**config.mk**
```make
export PLATFORM = sky130hd
export DESIGN_NAME = psk_mod_tx
export DESIGN_NICKNAME = d
export VERILOG_FILES = /design/src/rtl/psk_mod_tx.sv
export SDC_FILE = /design/constraint.sdc
export NUM_CORES = 1
export LEC_CHECK = 0
export BUFFER_PORTS_ARGS = -buffer_cell sky130_fd_sc_hd__clkbuf_2
export CAP_MARGIN = 0
export CORE_ASPECT_RATIO = 0.5
export CORE_MARGIN = 3
export CORE_UTILIZATION = 40
export DETAILED_ROUTE_END_ITERATION = 10
export GPL_TIMING_DRIVEN = 0
export PLACE_DENSITY = 0.67
export SYNTH_ARGS = -nofsm -noshare
export SYNTH_HDL_FRONTEND = slang
export SYNTH_SLANG_ARGS = --single-unit
```
**constraint.sdc**
```tcl
create_clock -name clk_16M384 -period 1.8 [get_ports clk_16M384]
set_input_delay 0 -clock clk_16M384 [delete_from_list [all_inputs] [get_ports clk_16M384]]
set_output_delay 0 -clock clk_16M384 [all_outputs]
set_load 0.02 [all_outputs]
```
**src/rtl/psk_mod_tx.sv**
```systemverilog
// psk_mod_tx: BPSK/QPSK baseband modulator. Each accepted symbol is held for SPS samples on DAC_I/Q.
// Optional PSK_MOD_SCRAMBLE_EN XORs accepted bits with a PRBS7 (x^7+x^6+1, seed 7'h7F).
module psk_mod_tx #(
   parameter int unsigned SPS = 16,
   parameter int unsigned DW  = 12,
   parameter int unsigned AMP = 1024
) (
   input  logic                 clk_16M384,
   input  logic                 rst_n_16M384,
   input  logic                 is_bpsk,
   input  logic [3:0]           DELAY_CNT,
   input  logic [1:0]           bits_in,
   input  logic                 bits_vld,
   output logic                 bits_rdy,
   output logic signed [DW-1:0] DAC_I,
   output logic signed [DW-1:0] DAC_Q,
   output logic [1:0]           DAC_bits,
   output logic                 DAC_vld,
   output logic                 busy
);
   localparam int unsigned          CntW    = (SPS > 1) ? $clog2(SPS) : 1;
   localparam logic [CntW-1:0]      CntLast = CntW'(SPS - 1);
   localparam logic signed [DW-1:0] AmpB    = DW'(AMP);
   localparam logic signed [DW-1:0] AmpQ    = DW'((AMP * 181) >> 8);

   typedef enum logic [1:0] {StIdle, StDelay, StSymbol} state_e;

   state_e               state_q, state_d;
   logic [CntW-1:0]      cnt_q, cnt_d;
   logic [3:0]           dly_q, dly_d;
   logic [1:0]           bits_q, bits_d;
   logic                 bpsk_q, bpsk_d;
   logic signed [DW-1:0] dac_i_q, dac_i_d, dac_q_q, dac_q_d;
   logic [1:0]           dac_bits_q, dac_bits_d;
   logic                 dac_vld_q, dac_vld_d;
   logic                 accept, start;
   logic [1:0]           acc_bits;

   assign bits_rdy = rst_n_16M384 &
                     ((state_q == StIdle) | ((state_q == StSymbol) & (cnt_q == CntLast)));
   assign accept   = bits_vld & bits_rdy;

`ifdef PSK_MOD_SCRAMBLE_EN
   logic [6:0] lfsr_q, lfsr_d, lfsr_1, lfsr_2;

   // One LFSR step per consumed bit; QPSK consumes bits_in[1] first.
   always_comb begin
      lfsr_1 = {lfsr_q[5:0], lfsr_q[6] ^ lfsr_q[5]};
      lfsr_2 = {lfsr_1[5:0], lfsr_1[6] ^ lfsr_1[5]};
      if (is_bpsk) begin
         acc_bits = {1'b0, bits_in[0] ^ lfsr_1[0]};
         lfsr_d   = accept ? lfsr_1 : lfsr_q;
      end else begin
         acc_bits = bits_in ^ {lfsr_1[0], lfsr_2[0]};
         lfsr_d   = accept ? lfsr_2 : lfsr_q;
      end
   end
`else
   assign acc_bits = is_bpsk ? {1'b0, bits_in[0]} : bits_in;
`endif

   always_comb begin
      state_d = state_q;
      cnt_d   = cnt_q;
      dly_d   = dly_q;
      bits_d  = bits_q;
      bpsk_d  = bpsk_q;
      start   = 1'b0;
      if (accept) begin
         bits_d = acc_bits;
         bpsk_d = is_bpsk;
      end
      unique case (state_q)
         StIdle: begin
            if (accept) begin
               if (DELAY_CNT != 4'd0) begin
                  state_d = StDelay;
                  dly_d   = DELAY_CNT - 4'd1;
               end else begin
                  start = 1'b1;
               end
            end
         end
         StDelay: begin
            if (dly_q == 4'd0) start = 1'b1;
            else               dly_d = dly_q - 4'd1;
         end
         StSymbol: begin
            if (cnt_q == CntLast) begin
               if (accept) start = 1'b1;
               else        state_d = StIdle;
            end else begin
               cnt_d = cnt_q + CntW'(1);
            end
         end
         default: state_d = StIdle;
      endcase
      if (start) begin
         state_d = StSymbol;
         cnt_d   = '0;
      end

      // Outputs are registered: they reflect the point of the state being entered.
      if (bpsk_d) begin
         dac_i_d = bits_d[0] ? -AmpB : AmpB;
         dac_q_d = '0;
      end else begin
         dac_i_d = bits_d[1] ? -AmpQ : AmpQ;
         dac_q_d = bits_d[0] ? -AmpQ : AmpQ;
      end
      dac_bits_d = bits_d;
      dac_vld_d  = (state_d == StSymbol);
      if (state_d != StSymbol) begin
         dac_i_d    = '0;
         dac_q_d    = '0;
         dac_bits_d = 2'b00;
      end
   end

   always_ff @(posedge clk_16M384 or negedge rst_n_16M384) begin
      if (!rst_n_16M384) begin
         state_q    <= StIdle;
         cnt_q      <= '0;
         dly_q      <= 4'd0;
         bits_q     <= 2'b00;
         bpsk_q     <= 1'b0;
         dac_i_q    <= '0;
         dac_q_q    <= '0;
         dac_bits_q <= 2'b00;
         dac_vld_q  <= 1'b0;
`ifdef PSK_MOD_SCRAMBLE_EN
         lfsr_q     <= 7'h7F;
`endif
      end else begin
         state_q    <= state_d;
         cnt_q      <= cnt_d;
         dly_q      <= dly_d;
         bits_q     <= bits_d;
         bpsk_q     <= bpsk_d;
         dac_i_q    <= dac_i_d;
         dac_q_q    <= dac_q_d;
         dac_bits_q <= dac_bits_d;
         dac_vld_q  <= dac_vld_d;
`ifdef PSK_MOD_SCRAMBLE_EN
         lfsr_q     <= lfsr_d;
`endif
      end
   end

   assign DAC_I    = dac_i_q;
   assign DAC_Q    = dac_q_q;
   assign DAC_bits = dac_bits_q;
   assign DAC_vld  = dac_vld_q;
   assign busy     = (state_q != StIdle);

endmodule

```
==> tab_implementation.tex <==
\begin{tabular}{lr}
\hline
Metric & Value \\
\hline
\multicolumn{2}{l}{\textbf{Clocking}} \\
CTS tree & yes \\
Clock sink count & 23 \\
H-tree level count & 1 \\
CTS clock-pin slew for the worst setup and hold paths & 0.08 ns \\
Total CTS buffers & 3 \\
Later-pin clock latency in the skew report & 0.26 ns \\
Number of buffers on the longest clock path & 2 \\
Clock Tree Root & sky130\_fd\_sc\_hd\_\_clkbuf\_8 \\
\multicolumn{2}{l}{\textbf{STA}} \\
Post-route minimum period & 1.777 ns \\
Post-layout worst setup margin & 0.02296 ns \\
Final Max Slew Viols & 0 \\
Setup-violating endpoint count in the final report & 0 \\
Number of endpoints with negative hold slack in the final report & 0 \\
Worst rel slew slack & 0.3360 \\
Unrepaired setup endpoints after global routing & yes \\
Highest attainable clock frequency & 0.5627 GHz \\
Slew at the pin closest to its max-slew limit & 0.9927 ns \\
Final clock period utilization by the worst path & 0.9872 \\
Sum of negative setup slack & 0 ns \\
Worst clock skew & 0.001248 ns \\
\multicolumn{2}{l}{\textbf{Cells and area}} \\
Commonest non-fill, non-tap cell in the layout & sky130\_fd\_sc\_hd\_\_clkbuf\_2 \\
Net count reported at finish & 194 \\
Post-Route Utilization & 0.5877 \\
Fraction of layout instances using a drive strength above 1 & 0.4586 \\
Area growth from synthesis to final layout & 28.31\% \\
Antenna diode instance count & 0 \\
Top library cells by usage in the layout, fill and taps aside & 34 x sky130\_fd\_sc\_hd\_\_clkbuf\_2, 22 x sky130\_fd\_sc\_hd\_\_buf\_4, 21 x sky130\_fd\_sc\_hd\_\_dfrtp\_1, 11 x sky130\_fd\_sc\_hd\_\_nor2\_1 \\
Total of fill cells in the finished design & 243 \\
\multicolumn{2}{l}{\textbf{Detailed routing}} \\
Drt via density & 4.839 \\
Violation count after the first detailed-routing iteration & 17 \\
Final ANT Viol Nets & 0 \\
Total routed wirelength & 2.613 mm \\
Routed length per instance & 11.99 um \\
DR vias & 1055 \\
Initial DRT Pass Iterations & 4 \\
Remaining DRCs & 0 \\
\multicolumn{2}{l}{\textbf{Floorplan}} \\
Die X & 86.74 um \\
Boundary Pins & 39 \\
Effective utilization at floorplan & 0.4580 \\
Height of the die & 46.37 um \\
Standard cell core area & 2846 um\^{}2 \\
Die area & 4022 um\^{}2 \\
Total number of placement rows & 13 \\
\multicolumn{2}{l}{\textbf{Logic synthesis}} \\
Post-synthesis mux area share & 0.04031 \\
Synthesized-area fraction occupied by adder cells & 0.01919 \\
Number of flops mapped to enable cells by yosys & 0 \\
Gate count of the mapped netlist & 133 \\
Top flip-flop cell by instance count after synthesis & sky130\_fd\_sc\_hd\_\_dfrtp\_1 \\
Async S/R FF share, synth & 1.000 \\
Synthesis-stage register bit count & 23 \\
Synthesis Warnings & 0 \\
Area fraction in compound gates after synthesis & 0.09309 \\
Avg Synthesized Cell Area & 9.803 um\^{}2 \\
Combinational family with the most area after synthesis & simple AND/OR/NAND/NOR gates \\
Xor/xnor share of the synthesized area & 0.01344 \\
Share of synthesized area occupied by flip-flops and latches & 0.4415 \\
Count of distinct cell types in the synthesized netlist & 41 \\
Basic-gate share of the synthesized area counting and, or, nand and nor cells & 0.2543 \\
Post-Syn Area & 1304 um\^{}2 \\
\multicolumn{2}{l}{\textbf{Critical path}} \\
Signal arrival time at the worst endpoint & 1.94 ns \\
Crit path required time & 1.96 ns \\
Max stage delay on crit path & 0.41 ns \\
Class of the most critical setup path & flop to flop \\
Cell breakdown of the critical path & or3\_4 -> or3\_4 -> and3\_4 -> buf\_6 -> a21o\_1 \\
CP most frequent cell & sky130\_fd\_sc\_hd\_\_or3\_4 \\
Largest driver fanout on the critical path & 5 \\
Dominant delay contributor by cell family on the critical path & simple AND/OR/NAND/NOR gates \\
Cell at the slowest stage of the critical path & sky130\_fd\_sc\_hd\_\_dfrtp\_1 \\
Worst path bufs/invs & 1 \\
Kind of capture point of the worst setup path & flop \\
Type of origin of the critical path & flop \\
\multicolumn{2}{l}{\textbf{Run}} \\
Maximum Capacitance Violations & 0 \\
\multicolumn{2}{l}{\textbf{Pwr}} \\
Total leakage power & 0.8806 nW \\
Power per cell area & 1539 nW/um\^{}2 \\
Maximum ir drop on the vdd rail & 714.8 uV \\
\multicolumn{2}{l}{\textbf{GRT}} \\
Overall global routing resource usage & 0.1357 \\
Number of antenna violations at the first check in global routing & 0 \\
Overflow left after global routing & 0 \\
Wire length of the first global-routing pass & 4.140 mm \\
Largest net degree at the start of global routing & 24 \\
Vias in the first global route & 940 \\
\multicolumn{2}{l}{\textbf{Run status}} \\
Status & finished, final reports clean \\
\multicolumn{2}{l}{\textbf{Placed design}} \\
PortBufs & 34 \\
Final HPWL DP & 1.883 mm \\
Routability congestion estimate & 0.7706 \\
Setup Slack @ Placement & -0.08100 ns \\
\multicolumn{2}{l}{\textbf{Worst hold path}} \\
Worst hold path type & primary input to flop \\
\hline
\end{tabular}
==> sequential cells by signal (all words and copies together), names as in the netlist <==
name / count
state_q: 2
cnt_q: 4
DAC_Q: 2
DAC_bits: 2
bits_q: 2
DAC_vld: 1
dly_q: 4
DAC_I: 5
bpsk_q: 1
==> metal layers <==
layer  vias up  wire, um  share of wire  track usage
met5         -         0              0            0
met1       488      1161           0.44       0.1614
met3         2       169          0.065      0.04464
met2        29      1269           0.49       0.2416
met4         0        14         0.0054      0.03727
li1        536         -              -            -
==> metrics by stage <==
stage	hold slack [ns]	instance area (um^2)	power, mW	std cells
3_3_place_gp	0.06039	1531	2.091	207
6_report	0.02482	1673	2.574	218
3_5_place_dp	0.06406	1531	2.124	207
5_1_grt	0.03394	1673	2.783	218
4_1_cts	0.009095	1597	2.460	212
2_1_floorplan	-0.2956	1315	1.791	136
==> repair_timing <==
action                                 CTS  global route
gates resized for setup                  2             7
cloned                                   0             1
setup endpoints to repair                7             6
hold buffers                             1             0
buffers inserted                         0             5
pin swaps                                0             4
endpoints found under the hold margin   23             0
==> power by group <==
| part | internal (mW) | switching, mW | total, mW |
|---|---|---|---|
| Sequential | 0.714 | 0.169 | 0.883 |
| Clock | 0.155 | 0.168 | 0.322 |
| Combinational | 0.654 | 0.715 | 1.37 |
==> synth_stat cells (2+ instances only) <==
master	count	area [um^2]
sky130_fd_sc_hd__nand2_1	7	26.28
sky130_fd_sc_hd__or3b_2	2	17.52
sky130_fd_sc_hd__mux2i_1	3	30.03
sky130_fd_sc_hd__nor4_2	2	25.02
sky130_fd_sc_hd__buf_4	17	127.6
sky130_fd_sc_hd__inv_1	6	22.52
sky130_fd_sc_hd__and3b_1	2	17.52
sky130_fd_sc_hd__mux2_2	2	22.52
sky130_fd_sc_hd__buf_2	3	15.01
sky130_fd_sc_hd__o21ai_0	2	10.01
sky130_fd_sc_hd__o31ai_1	2	15.01
sky130_fd_sc_hd__nand2b_1	4	25.02
sky130_fd_sc_hd__nor2_1	11	41.29
sky130_fd_sc_hd__a21oi_1	8	40.04
sky130_fd_sc_hd__ha_1	2	25.02
sky130_fd_sc_hd__dfrtp_1	23	575.6
sky130_fd_sc_hd__nor3_1	6	30.03
sky130_fd_sc_hd__nand3b_1	3	22.52
sky130_fd_sc_hd__xor2_1	2	17.52
sky130_fd_sc_hd__nand3_1	4	20.02
sky130_fd_sc_hd__or3_1	2	12.51
==> worst reg2reg max path, stage by stage, from the launching register on <==
cell                      delay, ns
sky130_fd_sc_hd__dfrtp_1       0.41
sky130_fd_sc_hd__or3_4         0.39
sky130_fd_sc_hd__or3_4         0.41
sky130_fd_sc_hd__and3_4        0.20
sky130_fd_sc_hd__buf_6         0.13
sky130_fd_sc_hd__a21o_1        0.14
==> cells by family (layout without fill, tap and decap cells) <==
kind of cell	count (synthesis)	after routing
mux	5	5
fa+ha+maj	2	2
buf+inv	27	72
xor+xnor	2	2
other cells	1	4
flops	23	23
compound gates	19	19
simple gates	54	54
==> worst paths after layout <==
kind                                   endpoint  depth (start not counted)            startpoint  slack, ns
max reg2reg                cnt_q[0]$_DFFE_PN0P_                          5  dly_q[0]$_DFFE_PN0P_       0.02
max                        cnt_q[0]$_DFFE_PN0P_                          5  dly_q[0]$_DFFE_PN0P_       0.02
min                         DAC_Q[10]$_DFF_PN0_                          3            bits_in[0]       0.02
max in group asynchronous  state_q[0]$_DFF_PN0_                          2          rst_n_16M384       0.59
min in group asynchronous   DAC_I[10]$_DFF_PN0_                          2          rst_n_16M384       0.54
min reg2reg                 bits_q[1]$_DFF_PN0_                          2   bits_q[1]$_DFF_PN0_       0.53
==> layout make-up <==
type / instances / area [um^2] / area share
Tap cell: 37 / 46.29 / 0.02767
Buffer: 21 / 153.9 / 0.09200
Inverter: 6 / 22.52 / 0.01346
Multi-Input combinational cell: 86 / 603.1 / 0.3605
Clock buffer: 3 / 41.29 / 0.02468
Timing Repair Buffer: 41 / 222.7 / 0.1331
Clock inverter: 1 / 5.005 / 0.002992
Sequential cell: 23 / 578.1 / 0.3456
No activity file was read; power rests on OpenSTA's default activity.
